==> src/rtl/instr_sequencer.sv <==
// Instruction issue front end: buffers instructions and holds each on inn for four run steps.
// Push to visible on inn takes two edges. in_ready drops when the FIFO is full or during clear.
module instr_sequencer #(
  parameter int INSTR_W = 9,
  parameter int DEPTH   = 4
) (
  input  logic                     clk,
  input  logic                     reset,
  input  logic                     in_valid,
  input  logic [INSTR_W-1:0]       in_instr,
  output logic                     in_ready,
  input  logic                     run,
  input  logic                     clear,
  output logic [INSTR_W-1:0]       inn,
  output logic [1:0]               counter,
  output logic                     busy,
  output logic                     done,
  output logic                     err_illegal,
  output logic [$clog2(DEPTH):0]   fifo_count
);

  localparam int PW = $clog2(DEPTH);
  localparam int CW = PW + 1;

  typedef enum logic {IDLE, EXEC} state_t;

  state_t               state_q, state_d;
  logic [1:0]           counter_q, counter_d;
  logic [INSTR_W-1:0]   inn_q, inn_d;
  logic [INSTR_W-1:0]   mem_q [DEPTH];
  logic [INSTR_W-1:0]   mem_d [DEPTH];
  logic [PW-1:0]        wr_ptr_q, wr_ptr_d;
  logic [PW-1:0]        rd_ptr_q, rd_ptr_d;
  logic [CW-1:0]        count_q, count_d;
  logic                 err_q, err_d;

  logic [2:0] opcode;
  logic       legal;
  logic       push;
  logic       wr_en;
  logic       pop;

  assign opcode   = in_instr[INSTR_W-1 -: 3];
  // Opcodes 011 and 110 are not decoded by the control unit.
  assign legal    = (opcode != 3'b011) && (opcode != 3'b110);
  assign in_ready = !clear && (count_q != CW'(DEPTH));
  assign push     = in_valid && in_ready;
  assign wr_en    = push && legal;

  assign done = (state_q == EXEC) && run && (counter_q == 2'd3) && !clear && !reset;

  always_comb begin
    state_d   = state_q;
    counter_d = counter_q;
    inn_d     = inn_q;
    pop       = 1'b0;
    mem_d     = mem_q;
    if (wr_en) mem_d[wr_ptr_q] = in_instr;

    case (state_q)
      IDLE: begin
        if (run && (count_q != '0)) begin
          pop       = 1'b1;
          inn_d     = mem_q[rd_ptr_q];
          counter_d = 2'd0;
          state_d   = EXEC;
        end
      end
      EXEC: begin
        if (run) begin
          if (counter_q == 2'd3) begin
            counter_d = 2'd0;
            if (count_q != '0) begin
              pop   = 1'b1;
              inn_d = mem_q[rd_ptr_q];
            end else begin
              state_d = IDLE;
            end
          end else begin
            counter_d = counter_q + 2'd1;
          end
        end
      end
      default: state_d = IDLE;
    endcase

    rd_ptr_d = pop   ? rd_ptr_q + PW'(1) : rd_ptr_q;
    wr_ptr_d = wr_en ? wr_ptr_q + PW'(1) : wr_ptr_q;
    case ({wr_en, pop})
      2'b10:   count_d = count_q + CW'(1);
      2'b01:   count_d = count_q - CW'(1);
      default: count_d = count_q;
    endcase
    err_d = push && !legal;

    // Abort: flush the queue, drop any in-flight instruction, keep inn.
    if (clear) begin
      state_d   = IDLE;
      counter_d = 2'd0;
      inn_d     = inn_q;
      rd_ptr_d  = '0;
      wr_ptr_d  = '0;
      count_d   = '0;
      err_d     = 1'b0;
    end
  end

  always_ff @(posedge clk) begin
    if (reset) begin
      state_q   <= IDLE;
      counter_q <= 2'd0;
      inn_q     <= '0;
      rd_ptr_q  <= '0;
      wr_ptr_q  <= '0;
      count_q   <= '0;
      err_q     <= 1'b0;
    end else begin
      state_q   <= state_d;
      counter_q <= counter_d;
      inn_q     <= inn_d;
      rd_ptr_q  <= rd_ptr_d;
      wr_ptr_q  <= wr_ptr_d;
      count_q   <= count_d;
      err_q     <= err_d;
    end
  end

  always_ff @(posedge clk) begin
    mem_q <= mem_d;
  end

  assign inn         = inn_q;
  assign counter     = counter_q;
  assign busy        = (state_q == EXEC);
  assign err_illegal = err_q;
  assign fifo_count  = count_q;

endmodule

==> config.mk <==
export PLATFORM = sky130hd
export DESIGN_NAME = instr_sequencer
export DESIGN_NICKNAME = d
export VERILOG_FILES = /design/src/rtl/instr_sequencer.sv
export SDC_FILE = /design/constraint.sdc
export NUM_CORES = 1
export LEC_CHECK = 0
export CORE_MARGIN = 5
export CORE_UTILIZATION = 55
export CTS_BUF_LIST = sky130_fd_sc_hd__clkbuf_8
export DETAILED_ROUTE_END_ITERATION = 12
export GPL_ROUTABILITY_DRIVEN = 0
export HOLD_SLACK_MARGIN = 0.08
export PLACE_DENSITY = 0.83
export SLEW_MARGIN = 20
export SYNTH_ARGS = -nofsm -noshare
export SYNTH_HDL_FRONTEND = slang
export SYNTH_SLANG_ARGS = --single-unit
==> constraint.sdc <==
create_clock -name clk -period 2.7 [get_ports clk]
set_clock_uncertainty 0.15 [all_clocks]
set_input_delay 0.54 -clock clk [delete_from_list [all_inputs] [get_ports clk]]
set_output_delay 0.54 -clock clk [all_outputs]
set_load 0.05 [all_outputs]
==> summary.txt <==
Yosys
  • Synth top area cells: edfxtp_1 46%, dfxtp_1 17%, mux4_1 5.5%
  • Cell variety after synth: 33
  • Predominant post-synthesis flop cell: edfxtp_1
  • Share of the synthesized area in the top cell type: 0.455
  • Cell with the most instances after synthesis: edfxtp_1
  • Number of synthesized flops with an enable pin: 36
  • Async SR Flop Fraction: 0
  • Syn. warnings: 0
  • List of most frequent post-synthesis cells: 36 x edfxtp_1, 20 x dfxtp_1, 16 x a21oi_1
  • Post-Syn Nets: 188
  • Synthesized cell area: 2370 µm²
  • Leading area contributor after synthesis: edfxtp_1
  • Seq cells post-synth: 56
  • Synthesized area per cell: 14.2 µm²
  • Mapped Cells: 167
  • Seq/Total Area, Yosys: 0.624

Clock tree
  • Number of hold buffers added after cts: 0
  • CTS Buffer Depth: 2
  • CTS buffer count: 5
  • CTS tree: yes
  • Htree depth: 2
  • # Post-CTS Setup Buffers: 0
  • Clock-pin slew on the worst setup and hold paths: 0.10 ns
  • CTS sink cnt: 56
  • CTS root buffer: clkbuf_8
  • Worst-skew pair later-pin latency: 0.31 ns

Timing
  • Final min period: 2.67 ns
  • # setup viols final: 0
  • Max Slew Vio Count: 0
  • Maximum clock frequency: 0.374 GHz
  • Tcrit/Tclk final: 0.990
  • RSZ-0062 raised after global routing: false
  • TNS Setup: 0 ns
  • Slew margin rel.: 0.594
  • Setup WS post-layout: 0.0258 ns
  • Worst slew pin tran: 0.608 ns
  • Final Hold Vio Count: 0

Placement
  • DP HPWL: 3.42 mm
  • Worst slack at placement: -0.325 ns
  • Buffers on Ports: 31

Die
  • I/O pin cnt: 32
  • Initial core utilization: 0.581
  • Placement row count: 23
  • Die X: 75.7 µm
  • Die Y: 75.7 µm
  • Die area: 5730 µm²
  • Core Area: 4090 µm²

Setup path
  • Crit-path max FO: 14
  • Arrival time worst endpoint: 1.98 ns
  • Worst-path cell chain: clkdlybuf4s50_1 > buf_4 > or2_2 > nor2_1 > buf_12
  • Slowest CP cell: clkdlybuf4s50_1
  • Worst Path Required: 2.01 ns
  • Critical Path Max Stage Delay: 0.50 ns
  • CP Class: in -> out
  • Crit start category: input pin
  • Crit path max-delay family: buffers and inverters
  • Worst Setup End Kind: output port
  • Buffers & Inverters on Critical Path: 3

GRT
  • Initial antenna violation count: 0
  • Total GRT Usage: 0.173
  • Global route total overflow: 0
  • First-pass GRT wire length: 7.14 mm
  • Largest net degree at the start of global routing: 18
  • Vias in the first global route: 1534

Route
  • DR DRC count: 0
  • Drt total wl: 4.51 mm
  • First-pass DRT Iterations: 4
  • Via count: 1500
  • WL/cell: 17.1 µm
  • Final ANT Viol Nets: 0
  • Vias per cell: 5.68
  • Initial detailed-routing violation count: 129

Power
  • Sw Pwr: 0.336 mW
  • Seq pwr share: 0.620
  • Peak supply drop: 315 µV
  • Clk pwr share: 0.298
  • P_leak: 0.993 nW
  • Sw Share: 0.225
  • Internal: 1.16 mW
  • Pwr/cell area: 502 nW/µm²
  • Combinational Power Share: 0.082

Cells and area
  • Nets: 234
  • Antenna cells: 0
  • Share of cells above drive strength 1: 0.173
  • Final Util: 0.728
  • Area growth, synth to finish: 25.2%

Job
  • Max-cap viol count: 0

Outcome
  • Status: finished clean

Worst hold path
  • Hold crit path type: reg -> reg
==> cells in the final DEF (no fill, tap or decap), drive strengths merged, types with 6 or more instances in the layout <==
| cell type | synthesis | routed |
|---|---|---|
| nand4 | 9 | 9 |
| nand2 | 6 | 6 |
| buf | 7 | 19 |
| ha | 6 | 6 |
| nor2 | 8 | 8 |
| dfxtp | 20 | 20 |
| a21oi | 16 | 16 |
| edfxtp | 36 | 36 |
| nand3 | 6 | 6 |
| clkdlybuf4s50 | 0 | 27 |
| o31ai | 11 | 11 |
| mux4 | 9 | 9 |
| inv | 8 | 9 |
==> kinds of logic (layout without fill, tap and decap cells) <==
group | Yosys count | count (layout) | synth area share
flip-flops | 56 | 56 | 0.624
buffers and inverters | 18 | 65 | 0.0395
adder cells (fa/ha/maj) | 7 | 7 | 0.0400
AO/OA/AOI/OAI | 31 | 31 | 0.0906
multiplexers | 11 | 11 | 0.102
XOR/XNOR | 3 | 3 | 0.0111
AND/OR/NAND/NOR | 41 | 41 | 0.0933
==> flip-flops by register name, summed over array words and instances (netlist names) <==
| signal | count |
|---|---|
| busy | 1 |
| counter | 2 |
| err_illegal | 1 |
| fifo_count | 3 |
| inn | 9 |
| mem_q | 36 |
| rd_ptr_q | 2 |
| wr_ptr_q | 2 |
==> power groups by stage <==
stage	clock (mW)	combinational (mW)	sequential, mW
floorplan	0	0.0502	0.955
detailed placement	0	0.121	0.947
CTS	0.452	0.123	0.927
global placement	0	0.116	0.946
global route	0.492	0.131	0.929
finish	0.445	0.122	0.927
==> layer usage <==
layer  wire (µm)  track usage
met1        1860        0.213
met2        2330        0.303
met3         253       0.0462
met4          61       0.0466
met5           0            0
==> final cells by class <==
class	count	area (µm²)
fill	265	1110
clock inverter	3	20.0
inverter	9	33.8
timing repair buffer	48	500
sequential	56	1480
tap	50	62.6
clock buffer	5	68.8
multi-input combinational	93	807
==> worst paths after layout <==
check | cells after the start | to | startpoint | slack (ns)
max | 5 | done | clear | 0.03
min | 2 | inn[5] | inn[5] | 0.32
max reg2reg | 9 | fifo_count[2] | fifo_count[2] | 0.25
min reg2reg | 2 | inn[5] | inn[5] | 0.32
==> stage by stage <==
step / total power [mW] / instances / cell area [µm²] / hold WS [ns]
floorplan: 1.01 / 167 / 2370 / 0.318
detailed placement: 1.07 / 256 / 2870 / 0.311
CTS: 1.50 / 264 / 2970 / 0.325
global placement: 1.06 / 256 / 2870 / 0.308
finish: 1.49 / 264 / 2970 / 0.325
global route: 1.55 / 264 / 2970 / 0.351
==> what timing repair did <==
| item | CTS | global route |
|---|---|---|
| setup endpoints to repair | 1 | 2 |
| pin swaps | 0 | 1 |
| gates resized for setup | 1 | 2 |
==> tightest hold or removal path: cells and delay by family (launching register included) <==
| family | cells | cell delay, ns |
|---|---|---|
| AO/OA/AOI/OAI | 2 | 0.12 |
| flip-flops | 1 | 0.32 |
Power figures use the tool's default switching activity.
